<file path="src/rtl/img_mem_read.sv">
`default_nettype none
// ============================================================================
// Module   : img_mem_read
// Brief    : Row-major image RAM reader with a 2-entry tagged output buffer.
// Revision : 1.0 - initial release
// ============================================================================
module img_mem_read #(
    parameter int IMG_W  = 28,
    parameter int IMG_H  = 28,
    parameter int ADDR_W = 10,
    parameter int DATA_W = 8
) (
    input  logic              clk,
    input  logic              reset,
    input  logic              start,
    output logic [ADDR_W-1:0] mem_addr,
    output logic              mem_rd_en,
    input  logic [DATA_W-1:0] mem_rdata,
    output logic [DATA_W-1:0] pix_data,
    output logic [4:0]        pix_row,
    output logic [4:0]        pix_col,
    output logic              pix_last,
    output logic              pix_valid,
    input  logic              pix_ready,
    output logic              busy,
    output logic              done
);

    localparam logic [4:0] c_LAST_COL = 5'(IMG_W - 1);
    localparam logic [4:0] c_LAST_ROW = 5'(IMG_H - 1);

    typedef enum logic [1:0] {
        S_IDLE  = 2'd0,
        S_READ  = 2'd1,
        S_DRAIN = 2'd2,
        S_DONE  = 2'd3
    } state_t;

    state_t                 r_state;
    logic                   r_busy;
    logic                   r_done;
    logic [ADDR_W-1:0]      r_addr;
    logic [4:0]             r_row;
    logic [4:0]             r_col;

    logic                   r_inflight;
    logic [4:0]             r_tag_row;
    logic [4:0]             r_tag_col;
    logic                   r_tag_last;

    logic [1:0][DATA_W-1:0] r_buf_data;
    logic [1:0][4:0]        r_buf_row;
    logic [1:0][4:0]        r_buf_col;
    logic [1:0]             r_buf_last;
    logic                   r_wr_ptr;
    logic                   r_rd_ptr;
    logic [1:0]             r_count;

    logic [2:0]             w_committed;
    logic                   w_pop;
    logic                   w_push;
    logic                   w_issue;
    logic                   w_issue_last;

    // A read may go out only if its data is guaranteed a buffer slot on return.
    assign w_committed  = {1'b0, r_count} + {2'b00, r_inflight};
    assign w_pop        = (r_count != 2'd0) && pix_ready;
    assign w_push       = r_inflight;
    assign w_issue      = (r_state == S_READ) &&
                          ((w_committed <= 3'd1) || ((w_committed == 3'd2) && w_pop));
    assign w_issue_last = (r_row == c_LAST_ROW) && (r_col == c_LAST_COL);

    assign mem_addr  = r_addr;
    assign mem_rd_en = w_issue;
    assign pix_valid = (r_count != 2'd0);
    assign pix_data  = r_buf_data[r_rd_ptr];
    assign pix_row   = r_buf_row[r_rd_ptr];
    assign pix_col   = r_buf_col[r_rd_ptr];
    assign pix_last  = r_buf_last[r_rd_ptr];
    assign busy      = r_busy;
    assign done      = r_done;

    always_ff @(posedge clk) begin
        if (!reset) begin
            r_state <= S_IDLE;
            r_busy  <= 1'b0;
            r_done  <= 1'b0;
            r_addr  <= '0;
            r_row   <= '0;
            r_col   <= '0;
        end else begin
            r_done <= 1'b0;
            case (r_state)
                S_IDLE: begin
                    if (start) begin
                        r_state <= S_READ;
                        r_busy  <= 1'b1;
                        r_addr  <= '0;
                        r_row   <= '0;
                        r_col   <= '0;
                    end
                end
                S_READ: begin
                    if (w_issue) begin
                        r_addr <= r_addr + ADDR_W'(1);
                        if (r_col == c_LAST_COL) begin
                            r_col <= '0;
                            r_row <= r_row + 5'd1;
                        end else begin
                            r_col <= r_col + 5'd1;
                        end
                        if (w_issue_last) begin
                            r_state <= S_DRAIN;
                        end
                    end
                end
                S_DRAIN: begin
                    // Leave as the final buffered pixel is handed over.
                    if (w_pop && (r_count == 2'd1) && !r_inflight) begin
                        r_state <= S_DONE;
                        r_busy  <= 1'b0;
                        r_done  <= 1'b1;
                    end
                end
                S_DONE: begin
                    r_state <= S_IDLE;
                end
                default: begin
                    r_state <= S_IDLE;
                end
            endcase
        end
    end

    always_ff @(posedge clk) begin
        if (!reset) begin
            r_inflight <= 1'b0;
            r_tag_row  <= '0;
            r_tag_col  <= '0;
            r_tag_last <= 1'b0;
            r_buf_data <= '0;
            r_buf_row  <= '0;
            r_buf_col  <= '0;
            r_buf_last <= '0;
            r_wr_ptr   <= 1'b0;
            r_rd_ptr   <= 1'b0;
            r_count    <= 2'd0;
        end else begin
            r_inflight <= w_issue;
            if (w_issue) begin
                r_tag_row  <= r_row;
                r_tag_col  <= r_col;
                r_tag_last <= w_issue_last;
            end
            if (w_push) begin
                r_buf_data[r_wr_ptr] <= mem_rdata;
                r_buf_row[r_wr_ptr]  <= r_tag_row;
                r_buf_col[r_wr_ptr]  <= r_tag_col;
                r_buf_last[r_wr_ptr] <= r_tag_last;
                r_wr_ptr             <= ~r_wr_ptr;
            end
            if (w_pop) begin
                r_rd_ptr <= ~r_rd_ptr;
            end
            if (w_push && !w_pop) begin
                r_count <= r_count + 2'd1;
            end else if (!w_push && w_pop) begin
                r_count <= r_count - 2'd1;
            end
        end
    end

endmodule
`default_nettype wire
</file>
<file path="config.mk">
export PLATFORM = sky130hd
export DESIGN_NAME = img_mem_read
export DESIGN_NICKNAME = d
export VERILOG_FILES = /design/src/rtl/img_mem_read.sv
export SDC_FILE = /design/constraint.sdc
export NUM_CORES = 1
export LEC_CHECK = 0
export CORE_UTILIZATION = 40
export CTS_BUF_LIST = sky130_fd_sc_hd__clkbuf_4 sky130_fd_sc_hd__clkbuf_8
export DETAILED_ROUTE_END_ITERATION = 12
export DONT_BUFFER_PORTS = 1
export GPL_ROUTABILITY_DRIVEN = 1
export HOLD_SLACK_MARGIN = 0.02
export PLACE_DENSITY = 0.5
export SYNTH_ARGS = -nofsm -noshare
export SYNTH_HDL_FRONTEND = slang
export SYNTH_SLANG_ARGS = --single-unit
</file>
<file path="constraint.sdc">
create_clock -name clk -period 2.88 [get_ports clk]
set_input_delay 0.72 -clock clk [delete_from_list [all_inputs] [get_ports clk]]
set_output_delay 0.72 -clock clk [all_outputs]
set_load 0.03 [all_outputs]
</file>
# Word level (Yosys, flattened, before mapping)
# Index checks and enable logic that the tools add are counted.
# op_classes
addsub	6
magnitude_cmp	4
eq_ne	12
muxes	39
bitwise	2
n_reduce_logical	22
# op_table
op	n
$mux 5	10
$mux 8	3
$bwmux 10	2
$mux 10	2
$pmux 10 s2	1
$pmux 5 s2	2
$bwmux 16	1
$mux 2	6
$add 10x1->10 const B	1
$add 5x1->5 const B	2
$eq 5x5->1 const B	2
$logic_and 1x1->1	9
$demux 8 s1	1
$ne 2x2->1 const B	4
$pmux 2 s4	1
$reduce_and 4->1	2
$reduce_bool 2->1	4
$mux 1	6
$reduce_and 3->1	2
$demux 5 s1	1
$eq 2x1->1 const B	2
$eq 2x2->1 const B	2
$lt 1x2->1 const B	2
$add 2x1->3	1
other kinds (14)	16
# word_totals
register_bits	78
word_cells	105

# Depth between registers and ports, before layout
# depth
word_depth	7
depth_mapped	9

# Worst setup path before layout
# No wires, ideal clock.
# synth_timing
path_type	register -> output
from	reg r_inflight
to	out mem_rd_en
t_arrival_ns	1.805
required_ns	2.160
slack_ns	0.355
path_stages_with_launch	8
path_buffers	1
path_cell_list	dfxtp_1 -> ha_1 -> inv_1 -> ha_1 -> nor3b_2 -> a21oi_2 -> clkbuf_1 -> nor2_1
# synth_via
elab_chain_len	5
word_cells_on_any_way	6
# synth_lines
element	line_no	source
start, declared	46	logic r_inflight;
start signal, assigned	149	r_inflight <= w_issue;
$add 2x1->3 (*)	66	assign w_committed = {1'b0, r_count} + {2'b00, r_inflight};
parallel branches: the longest is 2 deep, another holds $le 3x1->1	n/a	
$logic_or 1x1->1 (*)	70	((w_committed <= 3'd1) || ((w_committed == 3'd2) && w_pop));
$logic_and 1x1->1 (*)	69	assign w_issue = (r_state == S_READ) &&
end, declared	17	output logic mem_rd_en,
# Every way passes the cells marked *.

# Worst setup path in the final report
# Same ends and word-level chain as after synthesis.

==> results.md <==
* Outcome: finished clean
* Fillers at between 800 and 900
* # setup viols final at 0
* Max-cap violations at 0
* H-Tree Depth at 3
* Post-Layout Cell Count at 534
* Clock tree sinks at 78
* I/O Buffers at 0
* Critical path origin: r_inflight
* Hold crit path type: reg2reg
* TritonRoute pass-1 iters at 5
* Post-Route WL at 8400 um
* Starting Density at roughly two fifths
* CTS tree: yes
* Tot Pwr at around 3.2 mW
* GRT overflow at 0
* Cell area after placement at 0.00368 mm2
* Core ar. at 0.00872 mm2
* Clock root cell: clkbuf_8
* Final core occ at 45.0%
* Leak at 1.34 nW
* Setup crit start kind: flip-flop
* Hold violation total from the final report at 0
* Seq/Total Area, Yosys at a little over two fifths
* CP endpoint kind: primary output
* R2r worst-path depth at 7
* Crit path to: mem_rd_en
* XOR/XNOR share of the synthesized area at 0.731%
* Max-Slew Margin vs Limit at 42.5%
* Post-CTS setup repair buffer count at 0
* Yosys top cell area share at about 43%
* Pwr dens at ~800 mW/mm2
* Compound-gate portion of the synthesized area at 19.3%
* Die H at between 90 and 100 um
* YS warnings at 0
* WHS at 0.455 ns
* # diodes at 0
* RSZ-0062 raised after global routing: false
* Final worst setup slack at 0.205 ns
* CTS max path bufs at 2
* DR iter-0 viols at 90
* Vias at roughly 3,000
* Std-Cell Rows at 34
* Max Transition Viols Final at 0
* Post-Syn Instances at approximately 430
* Largest net degree at the start of global routing at 47
* Netlist cell types at 50
* Ports at 45
* Worst setup path category: reg2out
* Fraction of registers with async set/reset at 0%
* Seq cells post-synth at 78
* Wire per inst at ~16 um
* Reg clk slew, reported paths at 0.08 ns
* Area delta synth->final at 9.16%
* Primary FF master, synth: dfxtp_1
* Adder-Cell Fraction of Synth Area at 4.53%
* DP Wirelength at 5310 um
* Hold buffers post-CTS at 0
* Total CTS buffers at 9
* DRC errors left at 0
* R2R Setup Slk at between 0.5 and 0.6 ns
* Main combinational cell family by area after synthesis: simple AND/OR/NAND/NOR gates
* Finished Cell Area at ~0.004 mm2
* Pre-CTS WS at 0.538 ns
* Layout Skew at 0.0121 ns
* Final layout net count at approximately 450
* Peak Freq at 374 MHz
* Critical path required time at 2.16 ns
* Layout cells sized above 1 at ~12%
* Mux cell area share after synthesis at approximately 6.5%
* Area contributors post-synth: dfxtp_1, nand2_1, a21oi_1
* Placed Cells at 519
* Final Cycle Share at between 90% and 100%
* Highest-count cells in the layout ignoring fill and taps: nand2_1, dfxtp_1, a21oi_1
* First-pass GRT wire length at between 10,000 and 15,000 um
* Peak VDD IR at 415 uV
* Vias in the first global route at 2,821
* CP max FO at 8
* Leading area contributor after synthesis: dfxtp_1
* Syn avg cell area at roughly 8.3 um2
* Fin crit period at ~2.7 ns
* Gr usage total at 18.8%
* Worst slew pin tran at 0.863 ns
* CP arrival at 1.95 ns
* Width of the chip at 96.8 um
* Post-CTS Resized at 0
* Post-Syn Area at 0.00359 mm2
* Synth Area in Simple Gates at 20.4%
* Most common cell after layout, fill and taps aside: nand2_1
* Reg-to-reg critical path startpoint: r_inflight
* Placer Congestion at about 0.77
* Via-to-Cell Ratio at 5.49
* Setup TNS at 0 ns
* RR Endpoint: mem_addr[5]
* Antenna violations before repair at 0
* EDFF count, synth at 0
* Clk_lat worst skew at approximately 0.34 ns
* DIE AREA at 0.00937 mm2
* Final ANT Viol Nets at 0
* Synthesized net count at 457
==> synth_stat cells (5+ instances only) <==
cell	instances
o21ai_0	21
nor2_1	11
a21oi_1	63
ha_1	13
clkbuf_1	26
mux2_2	19
o31ai_1	5
nand2_1	92
nand3_1	15
inv_1	12
a311oi_1	7
dfxtp_1	78
==> critical path, stage by stage (launching register included) <==
cell,delay [ns]
dfxtp_1,0.44
ha_1,0.22
inv_1,0.06
ha_1,0.26
nor3b_2,0.25
a21oi_2,0.12
nor2_1,0.11
buf_4,0.17
==> layout make-up <==
cell class	instances	area (um2)	area share [%]
flip-flops and latches	78	1560	39.8
clock buffers	10	138	3.51
inverters	14	52.6	1.34
repair buffers	9	80.1	2.04
well taps	108	135	3.44
multi-input cells	310	1850	47.1
clock inverters	5	106	2.71
==> where the power goes <==
group / leakage (nW) / internal (mW) / total [mW] / switching [mW]
Clock: 0.119 / 0.598 / 1.01 / 0.407
Sequential: 0.630 / 1.15 / 1.23 / 0.0808
Combinational: 0.595 / 0.300 / 0.978 / 0.678
==> cell families after synthesis <==
logic type      count (synthesis)
buf+inv                        44
compound gates                117
xor+xnor                        3
flops                          78
fa+ha+maj                      13
simple gates                  156
mux                            21
==> registers in the layout, indices dropped and copies added (netlist names), 5 cells and up <==
name	count
r_row	5
r_col	5
r_buf_col	10
r_buf_row	10
r_buf_data	16
r_tag_row	5
r_tag_col	5
mem_addr	10
==> routing by layer <==
layer | wire length, um | vias to the layer above | global-route usage [%] | part of all wire, %
li1 | - | 1491 | - | -
met1 | 3950 | 1373 | 24.6 | 47
met2 | 4030 | 63 | 30.7 | 48
met3 | 326 | 7 | 3.90 | 3.9
met4 | 100 | 0 | 6.31 | 1.2
met5 | 0 | - | 0 | 0
==> worst min-delay path by stage <==
| stage | start | endpoint | slack, ns | depth (start not counted) |
|---|---|---|---|---|
| floorplan | r_buf_col[5] | r_buf_col[5] | 0.43 | 2 |
| global placement | r_buf_data[13] | r_buf_data[13] | 0.44 | 2 |
| detailed placement | r_buf_data[10] | r_buf_data[10] | 0.44 | 2 |
| CTS | r_buf_data[10] | r_buf_data[10] | 0.46 | 2 |
| global route | r_buf_row[3] | r_buf_row[3] | 0.47 | 2 |
| finish | r_buf_row[7] | r_buf_row[7] | 0.46 | 2 |
Power figures use the tool's default switching activity.
